## config.mk

```make
export PLATFORM = sky130hd
export DESIGN_NAME = mole_game_ctrl
export DESIGN_NICKNAME = d
export VERILOG_FILES = /design/src/rtl/mole_game_ctrl.sv
export SDC_FILE = /design/constraint.sdc
export NUM_CORES = 1
export LEC_CHECK = 0
export BUFFER_PORTS_ARGS = -buffer_cell sky130_fd_sc_hd__buf_2
export CAP_MARGIN = 20
export CORE_ASPECT_RATIO = 1.1
export CORE_MARGIN = 2
export CORE_UTILIZATION = 60
export CTS_BUF_LIST = sky130_fd_sc_hd__clkbuf_4
export DETAILED_ROUTE_END_ITERATION = 6
export GPL_TIMING_DRIVEN = 0
export PLACE_DENSITY = 0.88
export REMOVE_ABC_BUFFERS = 1
export SYNTH_ARGS = -nofsm -noshare
export SYNTH_HDL_FRONTEND = slang
export SYNTH_SLANG_ARGS = --single-unit
```

## constraint.sdc

```tcl
create_clock -name i_clk -period 4 [get_ports i_clk]
set_input_delay 0.4 -clock i_clk [delete_from_list [all_inputs] [get_ports i_clk]]
set_output_delay 0.4 -clock i_clk [all_outputs]
set_load 0.1 [all_outputs]
```

## src/rtl/mole_game_ctrl.sv

```systemverilog
// Whack-a-mole game core: mole placement, per-mole lifetime timer, hit/miss scoring with
// optional penalty, and a lives counter with game-over. All outputs are registered.
module mole_game_ctrl #(
   parameter int unsigned NUM_HOLES  = 8,
   parameter int unsigned POS_W      = 3,
   parameter int unsigned SCORE_W    = 8,
   parameter int unsigned MOLE_TICKS = 12,
   parameter int unsigned GAP_TICKS  = 2,
   parameter int unsigned LIVES      = 3,
   parameter bit          PENALTY_EN = 1'b1
) (
   input  logic               i_clk,
   input  logic               i_rst,
   input  logic               i_tick,
   input  logic               i_start,
   input  logic               i_guess_now,
   input  logic [POS_W-1:0]   i_guess_pos,
   input  logic [POS_W-1:0]   i_rand_val,
   input  logic               i_force_en,
   input  logic [POS_W-1:0]   i_force_pos,
   output logic [POS_W-1:0]   o_mole_pos,
   output logic               o_mole_up,
   output logic [SCORE_W-1:0] o_score,
   output logic [3:0]         o_lives,
   output logic               o_hit,
   output logic               o_miss,
   output logic               o_game_over
);

   localparam int unsigned TMAX    = (MOLE_TICKS > GAP_TICKS) ? MOLE_TICKS : GAP_TICKS;
   localparam int unsigned TIMER_W = $clog2(TMAX + 1);

   localparam logic [TIMER_W-1:0] MOLE_T     = TIMER_W'(MOLE_TICKS);
   localparam logic [TIMER_W-1:0] GAP_T      = TIMER_W'(GAP_TICKS);
   localparam logic [TIMER_W-1:0] TIMER_ONE  = TIMER_W'(1);
   localparam logic [POS_W-1:0]   LAST_POS   = POS_W'(NUM_HOLES - 1);
   localparam logic [3:0]         LIVES_INIT = 4'(LIVES);
   localparam logic [SCORE_W-1:0] SCORE_MAX  = '1;

   typedef enum logic [2:0] {StIdle, StSpawn, StUp, StCool, StOver} state_e;

   state_e             r_state;
   logic [TIMER_W-1:0] r_timer;
   logic [POS_W-1:0]   r_mole_pos;
   logic               r_mole_up;
   logic [SCORE_W-1:0] r_score;
   logic [3:0]         r_lives;
   logic               r_hit;
   logic               r_miss;
   logic               r_game_over;

   logic [POS_W-1:0]   w_rand_mod;
   logic [POS_W-1:0]   w_spawn_pos;
   logic               w_correct;
   logic               w_wrong;
   logic               w_expire;

   // Random spawns never repeat the previous hole; forced spawns are clamped into range.
   always_comb begin
      w_rand_mod = POS_W'(32'(i_rand_val) % NUM_HOLES);
      if (i_force_en) begin
         w_spawn_pos = (32'(i_force_pos) >= NUM_HOLES) ? LAST_POS : i_force_pos;
      end else if (w_rand_mod == r_mole_pos) begin
         w_spawn_pos = (w_rand_mod == LAST_POS) ? '0 : w_rand_mod + POS_W'(1);
      end else begin
         w_spawn_pos = w_rand_mod;
      end
   end

   assign w_correct = i_guess_now && (i_guess_pos == r_mole_pos);
   assign w_wrong   = i_guess_now && !w_correct;
   assign w_expire  = i_tick && (r_timer == TIMER_ONE);

   always_ff @(posedge i_clk) begin
      if (i_rst) begin
         r_state     <= StIdle;
         r_timer     <= '0;
         r_mole_pos  <= '0;
         r_mole_up   <= 1'b0;
         r_score     <= '0;
         r_lives     <= LIVES_INIT;
         r_hit       <= 1'b0;
         r_miss      <= 1'b0;
         r_game_over <= 1'b0;
      end else begin
         r_hit  <= 1'b0;
         r_miss <= 1'b0;
         if (i_start) begin
            r_score     <= '0;
            r_lives     <= LIVES_INIT;
            r_mole_up   <= 1'b0;
            r_game_over <= 1'b0;
            r_state     <= StSpawn;
         end else begin
            case (r_state)
               StIdle: ;
               StSpawn: begin
                  r_mole_pos <= w_spawn_pos;
                  r_timer    <= MOLE_T;
                  r_mole_up  <= 1'b1;
                  r_state    <= StUp;
               end
               StUp: begin
                  // A correct guess wins over a same-cycle expiry tick.
                  if (w_correct) begin
                     r_hit     <= 1'b1;
                     r_mole_up <= 1'b0;
                     r_timer   <= GAP_T;
                     r_state   <= StCool;
                     if (r_score != SCORE_MAX) r_score <= r_score + SCORE_W'(1);
                  end else begin
                     if (w_wrong) begin
                        r_miss <= 1'b1;
                        if (PENALTY_EN && (r_score != '0)) r_score <= r_score - SCORE_W'(1);
                     end
                     if (i_tick) begin
                        r_timer <= r_timer - TIMER_ONE;
                        if (w_expire) begin
                           r_miss    <= 1'b1;
                           r_mole_up <= 1'b0;
                           if (r_lives != 4'd0) r_lives <= r_lives - 4'd1;
                           if (r_lives < 4'd2) begin
                              r_game_over <= 1'b1;
                              r_state     <= StOver;
                           end else begin
                              r_timer <= GAP_T;
                              r_state <= StCool;
                           end
                        end
                     end
                  end
               end
               StCool: begin
                  if (i_tick) begin
                     r_timer <= r_timer - TIMER_ONE;
                     if (r_timer == TIMER_ONE) r_state <= StSpawn;
                  end
               end
               StOver: ;
               default: r_state <= StIdle;
            endcase
         end
      end
   end

   assign o_mole_pos  = r_mole_pos;
   assign o_mole_up   = r_mole_up;
   assign o_score     = r_score;
   assign o_lives     = r_lives;
   assign o_hit       = r_hit;
   assign o_miss      = r_miss;
   assign o_game_over = r_game_over;

endmodule

```

==> results.sh, run 1 <==
export IMPL_status="complete, no violations"
export IMPL_die_y_um=60.83
export IMPL_yosys_area_top_type="dfxtp_1"
export IMPL_irDropWorstVdd_uv=249.6
export IMPL_gp_congestion=0.7967
export IMPL_fin_crit_ns=2.839
export IMPL_synth_ff_type="dfxtp_1"
export IMPL_synth_top_area_share=0.2955
export IMPL_antenna_found_initial=0
export IMPL_vias=1584
export IMPL_num_rows=20
export IMPL_dr_pass1_iters=4
export IMPL_drive_above_1_share=0.2284
export IMPL_multiInputGateArea_sq_um=1152
export IMPL_area_delta_synth_final_pct=11.36
export IMPL_synth_area_top_cells="dfxtp_1, ha_1, xnor2_1"
export IMPL_min_delay_path_class="in -> reg"
export IMPL_critical_path_required_ns=4.21
export IMPL_worst_setup_path_type="reg -> reg"
export IMPL_fin_tns_setup_ns=0
export IMPL_powerDensity_nw_per_um2=238.7
export IMPL_dieWidth_um=55.67
export IMPL_routedWlPerCell_um=13.80
export IMPL_slew_headroom=0.6275
export IMPL_power_mw=0.4683
export IMPL_grt_max_degree=16
export IMPL_critPathMaxFanout=15
export IMPL_cts_hold_buf=0
export IMPL_yosysWarnings=0
export IMPL_post_route_period_util=0.7097
export IMPL_cts_max_path_buffers=2
export IMPL_drc=0
export IMPL_async_flop_share=0
export IMPL_syn_inst=201
export IMPL_hpwl_um=2800
export IMPL_whs_ns=0.3394
export IMPL_setup_viol=0
export IMPL_finalMaxSlewViolations=0
export IMPL_nNetsFinal=261
export IMPL_worst_slew_pin_transition_ns=0.5574
export IMPL_placedCellCount=261
export IMPL_root_buffer="clkbuf_4"
export IMPL_antenna_cells=0
export IMPL_cts_setup_buffers=0
export IMPL_grt_pass1_vias=1465
export IMPL_regArea_sq_um=520.5
export IMPL_syn_avg_cell_area_sq_um=8.765
export IMPL_numClockSinks=26
export IMPL_clock_latency_ns=0.33
export IMPL_setup_worst_path_end_class="flip-flop"
export IMPL_synth_area_sq_um=1762
export IMPL_skew_ns=0.008496
export IMPL_vias_per_cell=5.977
export IMPL_drt_iter0_markers=39
export IMPL_track_usage=0.2325
export IMPL_synth_cell_types=59
export IMPL_synth_edf_count=0
export IMPL_drt_total_wl_um=3658
export IMPL_antenna_left=0
export IMPL_p_leak_nw=0.8228
export IMPL_port_buffers=33
export IMPL_core_area_sq_um=2778
export IMPL_post_cts_resized=0
export IMPL_cp_arrival_ns=3.05
export IMPL_ys_ff_latch=26
export IMPL_ys_seq_area_frac=0.2955
export IMPL_cap_violations=0
export IMPL_final_cells=265
export IMPL_htree_levels=1
export IMPL_grt_setup_unrepaired="false"
export IMPL_cts_buffers=3
export IMPL_max_freq_ghz=0.3522
export IMPL_initial_core_util=0.6342
export IMPL_finalHoldViolCount=0
export IMPL_clk_pin_slew_worst_paths_ns=0.14
export IMPL_die_area_sq_um=3386
export IMPL_fill_cells=222
export IMPL_cts_tree="yes"
export IMPL_grt_first_pass_wirelength_um=6299
export IMPL_startpoint_type="flip-flop"
export IMPL_grt_overflow=0
export IMPL_ioPinCount=34
[worst paths after layout]
check / slack, ns / end / cells after the start / startpoint
worst max register to register: 1.16 / o_score[6]$_SDFFE_PP0P_ / 9 / o_mole_pos[0]$_SDFFE_PP0P_
worst min register to register: 0.46 / r_timer[1]$_SDFFE_PP0P_ / 2 / r_timer[1]$_SDFFE_PP0P_
worst min-delay path: 0.34 / o_mole_pos[0]$_SDFFE_PP0P_ / 3 / i_force_pos[0]
worst max-delay path: 1.16 / o_score[6]$_SDFFE_PP0P_ / 9 / o_mole_pos[0]$_SDFFE_PP0P_
[kinds of logic (layout without fill, tap and decap cells)]
| logic type | Yosys count | after routing | share of synthesized area |
|---|---|---|---|
| AOI/OAI and AO/OA | 47 | 47 | 0.2109 |
| xor gates and xnor gates | 14 | 14 | 0.06960 |
| adders and majority gates | 13 | 13 | 0.09659 |
| buffers and inverters | 21 | 52 | 0.05042 |
| DFF | 26 | 26 | 0.2955 |
| muxes | 7 | 7 | 0.04829 |
| and+or+nand+nor | 73 | 73 | 0.2287 |
[placed cells by master, fill, tap and decap left out, drive strengths merged, types with 2 or more instances in the layout]
master and count:
buf 33, dfxtp 26, nor2 19, nand2 17
inv 15, a21oi 13, ha 12, xnor2 9
nor3 6, nand4 5, xor2 5, mux2i 5
o211ai 5, o21ai 5, nor4 4, a211oi 3
nand3 3, nand2b 3, clkbuf 3, or3 3
a31oi 3, a21boi 2, o32ai 2, mux2 2
a21o 2, and3 2, or4 2
[cells in the mapped netlist, types with 3 or more instances]
| cell | count |
|---|---|
| nor4_1 | 4 |
| clkbuf_1 | 3 |
| a21oi_1 | 13 |
| xor2_1 | 5 |
| nor3_1 | 6 |
| a211oi_1 | 3 |
| inv_1 | 14 |
| nand2_1 | 17 |
| mux2i_1 | 4 |
| nand2b_1 | 3 |
| nand3_1 | 3 |
| nor2_1 | 18 |
| dfxtp_1 | 26 |
| ha_1 | 12 |
| o211ai_1 | 3 |
| xnor2_1 | 9 |
| nand4_1 | 5 |
[through the flow]
step,utilization,setup WS (ns),area (sq um)
after global placement,0.6968,1.126,1936
after detailed placement,0.6968,1.086,1936
after global routing,0.7063,0.9764,1962
after floorplan,-,0.8265,1729
after CTS,0.7063,1.170,1962
final,0.7063,1.161,1962
[flip-flops by register name, indices dropped and copies added, names as in the netlist]
name / cells
o_score: 8
o_miss: 1
o_game_over: 1
r_state: 3
o_mole_up: 1
o_lives: 4
o_mole_pos: 3
o_hit: 1
r_timer: 4
[layout make-up]
cell class              count  area share
clock buffers               3     0.01148
clock inverters             1    0.001913
inverters                  15     0.02870
multi-input cells         154      0.5874
flip-flops and latches     26      0.2653
well taps                  33     0.02105
repair buffers             33     0.08418
[worst max-delay path, cell delays in order, from the launching register on]
cell and delay (ns):
dfxtp_1 0.43, xnor2_1 0.14, and4_4 0.36, inv_2 0.17, fa_1 0.45, and3_1 0.17
a211oi_1 0.42, nor3_1 0.10, o41ai_1 0.37, a21oi_1 0.11
[per-layer routing]
layer	global-route usage	share of wire	vias to the layer above
met2	0.4490	0.53	26
met3	0.03198	0.031	3
met5	0	0	-
met1	0.2690	0.44	756
met4	0.07666	0.0074	0
li1	-	-	799
[power breakdown]
part / switching [mW] / internal (mW)
clock network: 0.0801 / 0.0367
registers: 0.00626 / 0.264
logic: 0.0520 / 0.0295
total: 0.138 / 0.330
Note: power is estimated with default switching activity, not from simulation.
==> inputs of run 2 (changes only) <==
Settings changed: ABC_AREA from default to 1, CORE_UTILIZATION 60 to 58, PLACE_DENSITY 0.88 to 0.85.
Clock period 4 ns to 2.8 ns, I/O delays scaled along.
==> results.sh, run 2 <==
export IMPL_cts_setup_buffers=0
export IMPL_final_common_cell="nand2_1"
export IMPL_antenna_found_initial=0
export IMPL_status="complete, no violations"
export IMPL_cts_buffers=3
export IMPL_track_usage=0.2362
export IMPL_worst_slew_pin_transition_ns=0.5462
export IMPL_grt_pass1_vias=1710
export IMPL_cap_violations=0
export IMPL_port_buffers=33
export IMPL_synth_ff_type="dfxtp_1"
export IMPL_fin_crit_ns=2.354
export IMPL_cp_arrival_ns=2.62
export IMPL_setup_viol=0
export IMPL_crit_chain="inv_2 -> nand2_1 -> nand2_1 -> nor2_2 -> nand2_2 -> ha_1 -> a21oi_1 -> nand2_1 -> nand2_1 -> nand3_1 -> inv_1 -> nand3_1 -> nand2_1 -> nand2_1 -> a21oi_1"
export IMPL_powerDensity_nw_per_um2=359.0
export IMPL_antenna_cells=0
export IMPL_grt_setup_unrepaired="false"
export IMPL_yosysMostFrequentCell="nand2_1"
export IMPL_hpwl_um=3109
export IMPL_die_y_um=63.30
export IMPL_htree_levels=1
export IMPL_finalMaxSlewViolations=0
export IMPL_antenna_left=0
export IMPL_yosys_area_top_type="dfxtp_1"
export IMPL_fin_tns_setup_ns=0
export IMPL_skew_ns=0.004779
export IMPL_synth_top_area_share=0.2807
export IMPL_numClockSinks=26
export IMPL_synth_edf_count=0
export IMPL_syn_inst=271
export IMPL_wl_met3_um=152
export IMPL_r2r_start="o_mole_pos[1]$_SDFFE_PP0P_"
export IMPL_synth_area_top_cells="dfxtp_1, nand2_1, ha_1"
export IMPL_syn_avg_cell_area_sq_um=6.842
export IMPL_irDropWorstVdd_uv=381.3
export IMPL_p_clk_frac=0.224
export IMPL_final_cell_mix="nand2_1, inv_1, buf_2"
export IMPL_initial_core_util=0.6084
export IMPL_vias=1811
export IMPL_min_delay_path_class="in -> reg"
export IMPL_whs_ns=0.1412
export IMPL_reg2reg_slack_ns=0.45
export IMPL_area_delta_synth_final_pct=11.81
export IMPL_p_leak_nw=1.017
export IMPL_ys_ff_latch=26
export IMPL_worstHoldStart="i_rst"
export IMPL_switchingPower_mw=0.2527
export IMPL_fill_cells=295
export IMPL_dr_pass1_iters=4
export IMPL_drt_total_wl_um=3912
export IMPL_max_freq_ghz=0.4248
export IMPL_setup_ws_ns=0.4461
export IMPL_cts_tree="yes"
export IMPL_met1Wirelength_um=1720
export IMPL_critPathMaxFanout=18
export IMPL_crit_slowest_cell="dfxtp_1"
export IMPL_grt_overflow=0
export IMPL_topRoutingLayerUsed="met4"
export IMPL_clk_pin_slew_worst_paths_ns=0.14
export IMPL_cts_hold_buf=0
export IMPL_core_area_sq_um=3048
export IMPL_pre_cts_slack_ns=0.5110
export IMPL_drive_above_1_share=0.1830
export IMPL_reg2reg_depth=15
export IMPL_seqPwrFrac=0.528
export IMPL_final_cells=340
export IMPL_yosysWarnings=0
export IMPL_ioPinCount=34
export IMPL_synthTopCellsByCount="nand2_1, inv_1, nor2_1"
export IMPL_worst_path_largest_cell_delay_ns=0.46
export IMPL_post_cts_resized=0
export IMPL_slew_headroom=0.6345
export IMPL_placedCellCount=336
export IMPL_share_comb_of_total_power=0.248
export IMPL_rr_endpoint="o_score[7]$_SDFFE_PP0P_"
export IMPL_critical_path_required_ns=3.07
export IMPL_synth_area_sq_um=1854
export IMPL_startpoint_type="flip-flop"
export IMPL_gp_congestion=0.8578
export IMPL_finalHoldViolCount=0
export IMPL_dieWidth_um=57.91
export IMPL_min_path_cells=2
export IMPL_num_rows=21
export IMPL_p_sw_frac=0.3395
export IMPL_cts_max_path_buffers=2
export IMPL_vias_per_cell=5.326
export IMPL_p_int_mw=0.4916
export IMPL_nNetsFinal=335
export IMPL_synth_cell_types=32
export IMPL_routedWlPerCell_um=11.51
export IMPL_setup_worst_path_end_class="flip-flop"
export IMPL_die_area_sq_um=3666
export IMPL_largest_reg_flops=8
export IMPL_drc=0
export IMPL_root_buffer="clkbuf_4"
export IMPL_ys_seq_area_frac=0.2807
export IMPL_hold_end="r_state[0]$_SDFFE_PP0P_"
export IMPL_grt_max_degree=19
export IMPL_grt_first_pass_wirelength_um=6962
export IMPL_clock_latency_ns=0.32
export IMPL_drt_iter0_markers=44
export IMPL_worst_setup_path_type="reg -> reg"
export IMPL_wl_met2_um=1980
export IMPL_post_route_period_util=0.8407
export IMPL_cp_common_cell="nand2_1"
export IMPL_async_flop_share=0
## run 2: changes by cell type after synthesis, moves of 3 or more
cell	change
a21oi_1	+12
nand2_1	+44
mux2i_1	-4
nor4_1	-4
o21ai_0	+13
nor3_1	-4
nand3_1	+14
inv_1	+24
nand2b_1	-3
nor2_1	+13
xnor2_1	-4
nand2_4	+5
## run 2: metrics by stage
| stage | total power, mW | utilization | instance area (sq um) |
|---|---|---|---|
| 6_report | 0.7443 | 0.6802 | 2073 |
| 3_3_place_gp | 0.5816 | 0.6716 | 2047 |
| 4_1_cts | 0.7494 | 0.6802 | 2073 |
| 5_1_grt | 0.7854 | 0.6802 | 2073 |
| 3_5_place_dp | 0.5860 | 0.6716 | 2047 |
| 2_1_floorplan | 0.5437 | - | 1839 |
## run 2: final cells by class
class	instances	area (sq um)	share of cell area
inverter	41	158.9	0.07664
clock inverter	1	3.754	0.001810
multi-input combinational	202	1160	0.5594
timing repair buffer	33	165.2	0.07966
tap	34	42.54	0.02052
sequential	26	520.5	0.2511
clock buffer	3	22.52	0.01086
## run 2: cell families after synthesis
logic type	synth area share
AOI/OAI and AO/OA	0.1552
xor gates and xnor gates	0.05196
adders and majority gates	0.09177
buffers and inverters	0.09379
DFF	0.2807
and+or+nand+nor	0.3266
## run 2: power by group through the flow
stage	sequential (mW)	clock (mW)	combinational [mW]
6_report	0.393	0.166	0.185
3_3_place_gp	0.401	0	0.180
5_1_grt	0.395	0.182	0.208
3_5_place_dp	0.402	0	0.184
4_1_cts	0.394	0.171	0.185
2_1_floorplan	0.432	0	0.112
## run 2: worst max path at each step
stage               slack, ns                       to                        from  cells after the start
floorplan                0.14  o_score[7]$_SDFFE_PP0P_  o_mole_pos[2]$_SDFFE_PP0P_                     15
CTS                      0.48  o_score[7]$_SDFFE_PP0P_  o_mole_pos[1]$_SDFFE_PP0P_                     15
detailed placement       0.51  o_score[7]$_SDFFE_PP0P_  o_mole_pos[1]$_SDFFE_PP0P_                     15
finish                   0.45  o_score[7]$_SDFFE_PP0P_  o_mole_pos[1]$_SDFFE_PP0P_                     15
global placement         0.61  o_score[7]$_SDFFE_PP0P_  o_mole_pos[1]$_SDFFE_PP0P_                     15
global route             0.19  o_score[7]$_SDFFE_PP0P_  o_mole_pos[1]$_SDFFE_PP0P_                     15
## run 2: routing by layer
layer	global-route usage	up-vias
li1	-	941
met1	0.2855	832
met2	0.4105	32
met3	0.03285	6
met4	0.09884	0
met5	0	-
## run 2: worst max-delay path: cells and delay by family, from the launching register on
family,cells,cell delay (ns)
simple gates,10,0.99
compound gates,2,0.28
buf+inv,2,0.11
fa+ha+maj,1,0.45
flops,1,0.46
==> inputs of run 3 (changes only) <==
Settings changed: CORE_UTILIZATION 58 to 52, PLACE_DENSITY 0.85 to 0.8.
Clock period 2.8 ns to 2.1 ns, I/O delays scaled along.
==> results.sh, run 3 (synthesis gave the netlist of run 2 again) <==
export IMPL_status="complete, no violations"
export IMPL_port_buffers=33
export IMPL_ioPinCount=34
export IMPL_clk_pin_slew_worst_paths_ns=0.15
export IMPL_num_rows=22
export IMPL_gp_congestion=0.8171
export IMPL_hpwl_um=2981
export IMPL_track_usage=0.2211
export IMPL_cts_max_path_buffers=2
export IMPL_setup_viol=0
export IMPL_worst_path_largest_cell_delay_ns=0.39
export IMPL_vias_per_cell=5.105
export IMPL_grt_pass1_vias=1719
export IMPL_crit_chain="inv_1 -> nand2_1 -> nand2_1 -> nor2_4 -> nand2_4 -> buf_4 -> ha_1 -> nand3_1 -> nand2_1 -> nand2_1 -> nand3_2 -> inv_1 -> nand3_1 -> nand2_1 -> nand2_1 -> a21oi_2"
export IMPL_routedWlPerCell_um=11.35
export IMPL_r2r_start="o_mole_pos[2]$_SDFFE_PP0P_"
export IMPL_worst_setup_path_type="reg -> reg"
export IMPL_antenna_left=0
export IMPL_critPathMaxFanout=6
export IMPL_multiInputGateArea_sq_um=1241
export IMPL_max_freq_ghz=0.4925
export IMPL_drive_above_1_share=0.2452
export IMPL_startpoint_type="flip-flop"
export IMPL_grt_first_pass_wirelength_um=6893
export IMPL_grt_overflow=0
export IMPL_area_delta_synth_final_pct=22.27
export IMPL_cp_arrival_ns=2.29
export IMPL_initial_core_util=0.5477
export IMPL_final_cells=362
export IMPL_fin_tns_setup_ns=0
export IMPL_die_area_sq_um=4060
export IMPL_reg2reg_slack_ns=0.07
export IMPL_cts_hold_buf=0
export IMPL_powerDensity_nw_per_um2=502.1
export IMPL_grt_max_degree=16
export IMPL_clock_latency_ns=0.33
export IMPL_root_buffer="clkbuf_4"
export IMPL_placedCellCount=350
export IMPL_slew_headroom=0.5790
export IMPL_drt_iter0_markers=108
export IMPL_min_path_cells=2
export IMPL_cts_buffers=3
export IMPL_vias=1848
export IMPL_fin_crit_ns=2.030
export IMPL_die_y_um=66.63
export IMPL_setup_worst_path_end_class="flip-flop"
export IMPL_cp_common_cell="nand2_1"
export IMPL_dieWidth_um=60.94
export IMPL_critical_path_required_ns=2.36
export IMPL_irDropWorstVdd_uv=253.2
export IMPL_dr_pass1_iters=5
export IMPL_antenna_found_initial=0
export IMPL_cts_tree="yes"
export IMPL_largest_reg_flops=8
export IMPL_finalMaxSlewViolations=0
export IMPL_skew_ns=0.008548
export IMPL_rr_endpoint="o_score[7]$_SDFFE_PP0P_"
export IMPL_final_cell_mix="nand2_1, inv_1, buf_2"
export IMPL_antenna_cells=0
export IMPL_crit_buf_inv=3
export IMPL_regArea_sq_um=529.3
export IMPL_drt_total_wl_um=4107
export IMPL_critPathTopFamily="simple AND/OR/NAND/NOR gates"
export IMPL_power_mw=1.138
export IMPL_min_delay_path_class="in -> reg"
export IMPL_reg2reg_depth=16
export IMPL_numClockSinks=26
export IMPL_final_common_cell="nand2_1"
export IMPL_post_route_period_util=0.9668
export IMPL_crit_slowest_cell="dfxtp_4"
export IMPL_drc=0
export IMPL_htree_levels=1
export IMPL_cap_violations=0
export IMPL_p_leak_nw=1.089
export IMPL_worst_slew_pin_transition_ns=0.6292
export IMPL_nNetsFinal=343
export IMPL_hold_end="r_timer[1]$_SDFFE_PP0P_"
export IMPL_fill_cells=329
export IMPL_finalHoldViolCount=0
export IMPL_worstHoldStart="i_rst"
export IMPL_core_area_sq_um=3386
run 3: power by group:
| part | internal [mW] | switching, mW |
|---|---|---|
| Clock | 0.193 | 0.152 |
| Sequential | 0.508 | 0.0161 |
| Combinational | 0.0916 | 0.177 |
run 3: final cells by class:
type | instances | area share
well taps | 48 | 0.02649
clock inverters | 1 | 0.01325
flip-flops and latches | 26 | 0.2334
multi-input cells | 202 | 0.5475
inverters | 41 | 0.07009
clock buffers | 3 | 0.009934
repair buffers | 41 | 0.09934
run 3: worst max path at each step:
| stage | slack [ns] | startpoint | cells after the start | end |
|---|---|---|---|---|
| after floorplan | -0.56 | o_mole_pos[2]$_SDFFE_PP0P_ | 15 | o_score[7]$_SDFFE_PP0P_ |
| after global placement | -0.11 | o_mole_pos[1]$_SDFFE_PP0P_ | 15 | o_score[7]$_SDFFE_PP0P_ |
| after detailed placement | -0.19 | o_mole_pos[1]$_SDFFE_PP0P_ | 15 | o_score[7]$_SDFFE_PP0P_ |
| after CTS | 0.01 | o_mole_pos[0]$_SDFFE_PP0P_ | 14 | o_score[7]$_SDFFE_PP0P_ |
| after global routing | -0.06 | o_mole_pos[0]$_SDFFE_PP0P_ | 12 | o_score[3]$_SDFFE_PP0P_ |
| final | 0.07 | o_mole_pos[2]$_SDFFE_PP0P_ | 16 | o_score[7]$_SDFFE_PP0P_ |
run 3: per-layer routing:
metal	GRT usage	routed length, um
met5	0	0
met1	0.2757	1897
met4	0.08967	58
met2	0.3831	2029
met3	0.01942	121
run 3: metrics by stage:
stage / utilization / hold WS [ns] / cell area (sq um) / setup WS (ns)
final: 0.6696 / 0.08027 / 2267 / 0.06974
after floorplan: - / 0.2791 / 1839 / -0.5604
after global placement: 0.6098 / 0.4339 / 2064 / -0.1074
after global routing: 0.6696 / 0.06335 / 2267 / -0.05776
after CTS: 0.6345 / 0.07210 / 2148 / 0.01216
after detailed placement: 0.6098 / 0.4401 / 2064 / -0.1895
run 3: timing repair:
action / 4_1_cts / 5_1_grt
gates resized for setup: 4 / 13
pin swaps: 1 / 3
buffers inserted: 3 / 5
setup endpoints to repair: 5 / 4
run 3: worst register-to-register path: stages, from the launching register on:
cell	delay [ns]
dfxtp_4	0.39
inv_1	0.04
nand2_1	0.05
nand2_1	0.08
nor2_4	0.14
nand2_4	0.10
buf_4	0.17
ha_1	0.26
nand3_1	0.08
nand2_1	0.10
nand2_1	0.09
nand3_2	0.08
inv_1	0.06
nand3_1	0.06
nand2_1	0.06
nand2_1	0.06
a21oi_2	0.14
